--- config.mk ---
export PLATFORM = sky130hd
export DESIGN_NAME = tx_frame_scheduler
export DESIGN_NICKNAME = d
export VERILOG_FILES = /design/src/rtl/tx_frame_scheduler.sv
export SDC_FILE = /design/constraint.sdc
export NUM_CORES = 1
export LEC_CHECK = 0
export BUFFER_PORTS_ARGS = -buffer_cell sky130_fd_sc_hd__buf_2
export CAP_MARGIN = 30
export CORE_MARGIN = 5
export CORE_UTILIZATION = 51
export CTS_CLUSTER_SIZE = 30
export DETAILED_ROUTE_END_ITERATION = 16
export PLACE_DENSITY = 0.79
export SLEW_MARGIN = 20
export SYNTH_ARGS = -nofsm -noshare
export SYNTH_HDL_FRONTEND = slang
export SYNTH_SLANG_ARGS = --single-unit
--- constraint.sdc ---
create_clock -name clk -period 3.1 [get_ports clk]
set_input_delay 0.62 -clock clk [delete_from_list [all_inputs] [get_ports clk]]
set_output_delay 0.62 -clock clk [all_outputs]
set_load 0.01 [all_outputs]
--- src/rtl/tx_frame_scheduler.sv ---
// tx_frame_scheduler: round-robin arbiter that owns the inputs of a shared
// UART transmit datapath. It grants one requester at a time, latches that
// requester's byte and parity setup, pulses start, and holds the datapath
// inputs steady for the whole serial frame, followed by an optional idle gap.
module tx_frame_scheduler #(
  parameter int N   = 8,
  parameter int REQ = 4,
  parameter int GAP = 1
) (
  input  logic             clk,
  input  logic             rst,
  input  logic [REQ-1:0]   req,
  input  logic [REQ*N-1:0] data_in,
  input  logic [REQ-1:0]   par_en,
  input  logic [REQ-1:0]   par_odd,
  output logic [REQ-1:0]   grant,
  output logic             done,
  output logic             busy,
  output logic             tx_start,
  output logic [N-1:0]     tx_data,
  output logic             tx_parity_check,
  output logic             tx_parity_odd
);

  localparam int   PW      = (REQ > 1) ? $clog2(REQ) : 1;
  localparam int   CW      = $clog2(N + 3);
  localparam logic HAS_GAP = (GAP > 0);

  typedef enum logic [1:0] {
    S_IDLE  = 2'd0,
    S_START = 2'd1,
    S_SEND  = 2'd2,
    S_GAP   = 2'd3
  } state_e;

  state_e          state_q, state_d;
  logic [PW-1:0]   ptr_q, ptr_d;
  logic [CW-1:0]   bit_cnt_q, bit_cnt_d;
  logic [3:0]      gap_cnt_q, gap_cnt_d;
  logic [N-1:0]    data_q, data_d;
  logic            par_en_q, par_en_d;
  logic            par_odd_q, par_odd_d;

  logic [PW:0]     cand_s;
  logic            found_s;
  logic [PW-1:0]   sel_s;
  logic [N-1:0]    sel_data_s;

  logic [REQ-1:0]  grant_q, grant_d;
  logic            done_q, done_d;
  logic            busy_q, busy_d;
  logic            tx_start_q, tx_start_d;
  logic [N-1:0]    tx_data_q, tx_data_d;
  logic            tx_pc_q, tx_pc_d;
  logic            tx_po_q, tx_po_d;
  logic            hold_s;

  // Round-robin search: first pending requester strictly after ptr, wrapping.
  always_comb begin
    found_s = 1'b0;
    sel_s   = ptr_q;
    cand_s  = '0;
    for (int i = 1; i <= REQ; i++) begin
      cand_s = {1'b0, ptr_q} + (PW+1)'(i);
      cand_s = (cand_s >= (PW+1)'(REQ)) ? (cand_s - (PW+1)'(REQ)) : cand_s;
      if (!found_s && req[cand_s[PW-1:0]]) begin
        found_s = 1'b1;
        sel_s   = cand_s[PW-1:0];
      end else begin
        found_s = found_s;
      end
    end
  end

  // Pick the selected requester's byte out of the packed data bus.
  always_comb begin
    sel_data_s = '0;
    for (int i = 0; i < REQ; i++) begin
      if (sel_s == PW'(i)) begin
        sel_data_s = data_in[i*N +: N];
      end else begin
        sel_data_s = sel_data_s;
      end
    end
  end

  // Next-state logic: arbitration, frame bit counting and inter-frame gap.
  always_comb begin
    state_d   = state_q;
    ptr_d     = ptr_q;
    bit_cnt_d = bit_cnt_q;
    gap_cnt_d = gap_cnt_q;
    data_d    = data_q;
    par_en_d  = par_en_q;
    par_odd_d = par_odd_q;
    case (state_q)
      S_IDLE: begin
        if (found_s) begin
          state_d   = S_START;
          ptr_d     = sel_s;
          data_d    = sel_data_s;
          par_en_d  = par_en[sel_s];
          par_odd_d = par_odd[sel_s];
        end else begin
          state_d = S_IDLE;
        end
      end
      S_START: begin
        // Frame length is start + N data + optional parity + stop.
        bit_cnt_d = CW'(N + 1) + CW'(par_en_q);
        state_d   = S_SEND;
      end
      S_SEND: begin
        if (bit_cnt_q == '0) begin
          if (HAS_GAP) begin
            state_d   = S_GAP;
            gap_cnt_d = 4'(GAP - 1);
          end else begin
            state_d = S_IDLE;
          end
        end else begin
          bit_cnt_d = bit_cnt_q - CW'(1);
        end
      end
      S_GAP: begin
        if (gap_cnt_q == 4'd0) begin
          state_d = S_IDLE;
        end else begin
          gap_cnt_d = gap_cnt_q - 4'd1;
        end
      end
      default: begin
        state_d = S_IDLE;
      end
    endcase
  end

  // Output decode from the upcoming state so every output leaves a flop.
  always_comb begin
    hold_s     = (state_d == S_START) || (state_d == S_SEND);
    tx_start_d = (state_d == S_START);
    busy_d     = (state_d != S_IDLE);
    done_d     = (state_q == S_SEND) && (bit_cnt_q == '0);
    tx_data_d  = hold_s ? data_d : '0;
    tx_pc_d    = hold_s ? par_en_d : 1'b0;
    tx_po_d    = hold_s ? par_odd_d : 1'b0;
    grant_d    = '0;
    for (int i = 0; i < REQ; i++) begin
      grant_d[i] = tx_start_d && (ptr_d == PW'(i));
    end
  end

  // Control state, pointer, counters and latched frame configuration.
  always_ff @(posedge clk) begin
    if (rst) begin
      state_q   <= S_IDLE;
      ptr_q     <= PW'(REQ - 1);
      bit_cnt_q <= '0;
      gap_cnt_q <= 4'd0;
      data_q    <= '0;
      par_en_q  <= 1'b0;
      par_odd_q <= 1'b0;
    end else begin
      state_q   <= state_d;
      ptr_q     <= ptr_d;
      bit_cnt_q <= bit_cnt_d;
      gap_cnt_q <= gap_cnt_d;
      data_q    <= data_d;
      par_en_q  <= par_en_d;
      par_odd_q <= par_odd_d;
    end
  end

  // Registered outputs toward the requesters and the transmit datapath.
  always_ff @(posedge clk) begin
    if (rst) begin
      grant_q    <= '0;
      done_q     <= 1'b0;
      busy_q     <= 1'b0;
      tx_start_q <= 1'b0;
      tx_data_q  <= '0;
      tx_pc_q    <= 1'b0;
      tx_po_q    <= 1'b0;
    end else begin
      grant_q    <= grant_d;
      done_q     <= done_d;
      busy_q     <= busy_d;
      tx_start_q <= tx_start_d;
      tx_data_q  <= tx_data_d;
      tx_pc_q    <= tx_pc_d;
      tx_po_q    <= tx_po_d;
    end
  end

  assign grant           = grant_q;
  assign done            = done_q;
  assign busy            = busy_q;
  assign tx_start        = tx_start_q;
  assign tx_data         = tx_data_q;
  assign tx_parity_check = tx_pc_q;
  assign tx_parity_odd   = tx_po_q;

endmodule

==> results.md <==
* CP arrival at 2800 ps
* Design area at 0.00251 sq mm
* Ys flop type: dfxtp_1
* Peak VDD IR at around 0.00043 V
* Int Power at 1.15 mW
* Count of boundary I/O pins at 63
* Mapped Area at 0.00212 sq mm
* Final hold vios at 0
* GRT Overall Usage at 0.199
* Layout cells sized above 1 at 0.298
* Initial drt markers at 91
* Clock power frac at 0.175
* Via density at around 5.6
* Slew headroom at 0.662
* Slew @ Worst Pin at 502 ps
* Outcome: completed
* Psw at approximately 0.78 mW
* RSZ-0062 raised after global routing: false
* Hold Path End: tx_data[1]
* Max stage delay on crit path at between 400 and 500 ps
* R2R setup slack at 500 ps
* Final setup violation count at 0
* Drt first pass iters at 4
* TritonCTS clock tree: done
* Max Fclk at 0.384 GHz
* Number of synthesized flops with an enable pin at 0
* Die area at 0.00555 sq mm
* Final worst path period need at 2600 ps
* Row count at 23
* Netlist cell types at 52
* Clock Latency Late Sink at 300 ps
* Hold Crit Class: flip-flop to flip-flop
* Post-CTS resize count at 0
* Share of the synthesized area in the top cell type at 0.368
* Critical-path cell list: inv_1, ha_1, or3b_2, o22ai_1, buf_4, nor2_1, inv_1, ha_1, or2_2, o41ai_1
* Max Slew Vio Count at 0
* Part of the power in combinational logic at 0.442
* Worst reg2reg path depth at 10
* Detailed Route WL at 5070 um
* # DRC at 0
* Largest net degree at the start of global routing at 30
* Yosys reg bits at 39
* Sw Ratio at 0.404
* Area growth, synth to finish at 18.3%
* CTS Buf Count at 5
* Initial antenna violation count at 0
* Avg Cell Area, Syn at 8.81 sq um
* Fin crit share at 0.840
* Die width at 74.5 um
* Highest fanout seen on the critical path at 10
* Post-Synthesis Cells at 241
* CTS max path bufs at 2
* FF-to-FF End: tx_data[2]
* Async S/R FF share, synth at 0
* Main area contributors after synthesis: dfxtp_1 37%, a211oi_1 4.6%, nor2_1 4.1%
* Starting Density at 0.527
* Max cap viols at 0
* Startpoint Class: flip-flop
* Power density cells at 765 mW/mm^2
* Hold Startpoint: data_q[1]
* First-pass GRT wire length at 8390 um
* Antenna viol nets, final at 0
* Vias in the first global route at 1848
* GP Congestion at 0.970
* CP delay by family, top: simple AND/OR/NAND/NOR gates
* Hold Buf Count CTS at 0
* Hold_ws at 484 ps
* CTS H-tree depth at 2
* Vias at 1968
* Global route overflow at 0
* Hold-critical path depth at 2
* Sequential cell area fraction in the yosys report at 0.368
* Final setup TNS at 0 ps
* Largest area contributor in the netlist: dfxtp_1
* Synthesis Warnings at 0
* Worst path bufs/invs at 3
* Core ar. at 0.00403 sq mm
* WL/cell at ~15 um
* Worst endpoint required time at around 3300 ps
* Die Y at 74.5 um
* HPWL Detailed at 3750 um
* Clock transition at path regs at about 80 ps
* CP endpoint kind: flip-flop
* Worst path slowest cell: or3b_2
* Cell Area, Placed at between 0.002 and 0.0025 sq mm
* FF-to-FF Start: bit_cnt_q[0]
* Port bufs at 62
* # diodes at 0
* Worst Skew at 7.34 ps
* Layout net count at 348
* Synthesized net count at 291
* CTS Root Cell: clkbuf_8
* Crit Path Category: flip-flop to flip-flop
* Leakage at between 1 and 1.5 nW
* Sequential Power Share at 0.383
* Post-CTS setup buffers at 0
* Sink Count at 39
worst min-delay path, cell delays in order, from the launching register on:
cell	delay, ps
dfxtp_1	320
nand3_1	60
o41ai_1	60
synth_stat cells, drive strengths merged, types with 2 or more instances:
cell,instances
a2111oi,4
a211oi,13
a21boi,5
a21o,2
a21oi,11
a221oi,5
a31oi,6
and3,13
buf,11
clkbuf,4
dfxtp,39
ha,4
inv,10
mux2i,2
nand2,11
nand2b,10
nand3,6
nand3b,4
nor2,23
nor3,11
nor3b,2
nor4,5
o211ai,2
o21a,2
o21ai,13
o22ai,3
o41ai,4
or3,3
xor2,3
state kept, by name, indices dropped and copies added, names as in the netlist:
signal / cells
data_q: 8
tx_data: 8
bit_cnt_q: 4
gap_cnt_q: 4
grant: 4
ptr_q: 2
state_q: 2
busy: 1
done: 1
par_en_q: 1
par_odd_q: 1
tx_parity_check: 1
tx_parity_odd: 1
tx_start: 1
layer usage:
metal  part of all wire  vias up  global-route usage
met3              0.075        8              0.0568
met4              0.017        0              0.0771
met1               0.44      882               0.254
met2               0.47       68               0.317
met5                  0        -                   0
li1                   -     1010                   -
logic make-up (layout without fill, tap and decap cells):
group,Yosys count,count (layout),synth area share
flops,39,39,0.368
mux,2,2,0.00943
simple gates,93,93,0.244
compound gates,74,74,0.278
buf+inv,25,83,0.0613
fa+ha+maj,4,4,0.0236
xor+xnor,4,4,0.0165
stage by stage:
step                      setup WS [ps]   util  instances  power, mW
after detailed placement            397  0.602        341       1.59
after floorplan                     314      -        241       1.39
after global placement              520  0.602        341       1.57
after CTS                           489  0.623        349       1.93
after global routing                267  0.623        349       2.08
final                               497  0.623        349       1.92
power by group through the flow:
stage / Combinational (mW) / Clock (mW) / Sequential [mW]
after floorplan: 0.654 / 0 / 0.734
after global placement: 0.834 / 0 / 0.740
after detailed placement: 0.847 / 0 / 0.745
after CTS: 0.850 / 0.347 / 0.734
after global routing: 0.962 / 0.370 / 0.751
final: 0.848 / 0.337 / 0.736
layout by cell type (no fill, tap or decap), types with 2 or more instances in the layout:
cell       count
nor2_1        23
xor2_1         3
a2111oi_2      2
nand2b_1      10
a2111oi_4      2
a31oi_1        6
ha_1           4
o21a_1         2
nor3_1        10
dfxtp_1       39
a21oi_1       11
inv_1          9
clkbuf_8       5
a21o_1         2
nor3b_1        2
nand2_1       10
o21ai_1        5
o41ai_1        3
and3_1        13
buf_2         62
a21boi_0       5
a221oi_1       5
o21ai_0        6
o22ai_1        3
nand3_1        6
nor4_1         4
nand3b_1       4
buf_4          3
a211oi_1      13
mux2i_1        2
o21ai_2        2
or3_1          2
layout make-up:
| cell class | count | area [sq um] |
|---|---|---|
| Fill cell | 372 | 1520 |
| Multi-Input combinational cell | 177 | 1210 |
| Sequential cell | 39 | 781 |
| Timing Repair Buffer | 65 | 333 |
| Clock buffer | 6 | 72.6 |
| Tap cell | 50 | 62.6 |
| Inverter | 10 | 37.5 |
| Clock inverter | 2 | 12.5 |
worst max path at each step:
stage,end,startpoint,depth (start not counted),slack (ps)
after global placement,tx_data[2],req[1],8,520
after CTS,tx_data[2],bit_cnt_q[0],10,490
after global routing,tx_data[2],bit_cnt_q[1],10,270
final,tx_data[2],bit_cnt_q[0],10,500
after floorplan,tx_data[1],req[1],10,310
after detailed placement,tx_data[2],req[1],8,400
No activity file was read; power rests on OpenSTA's default activity.
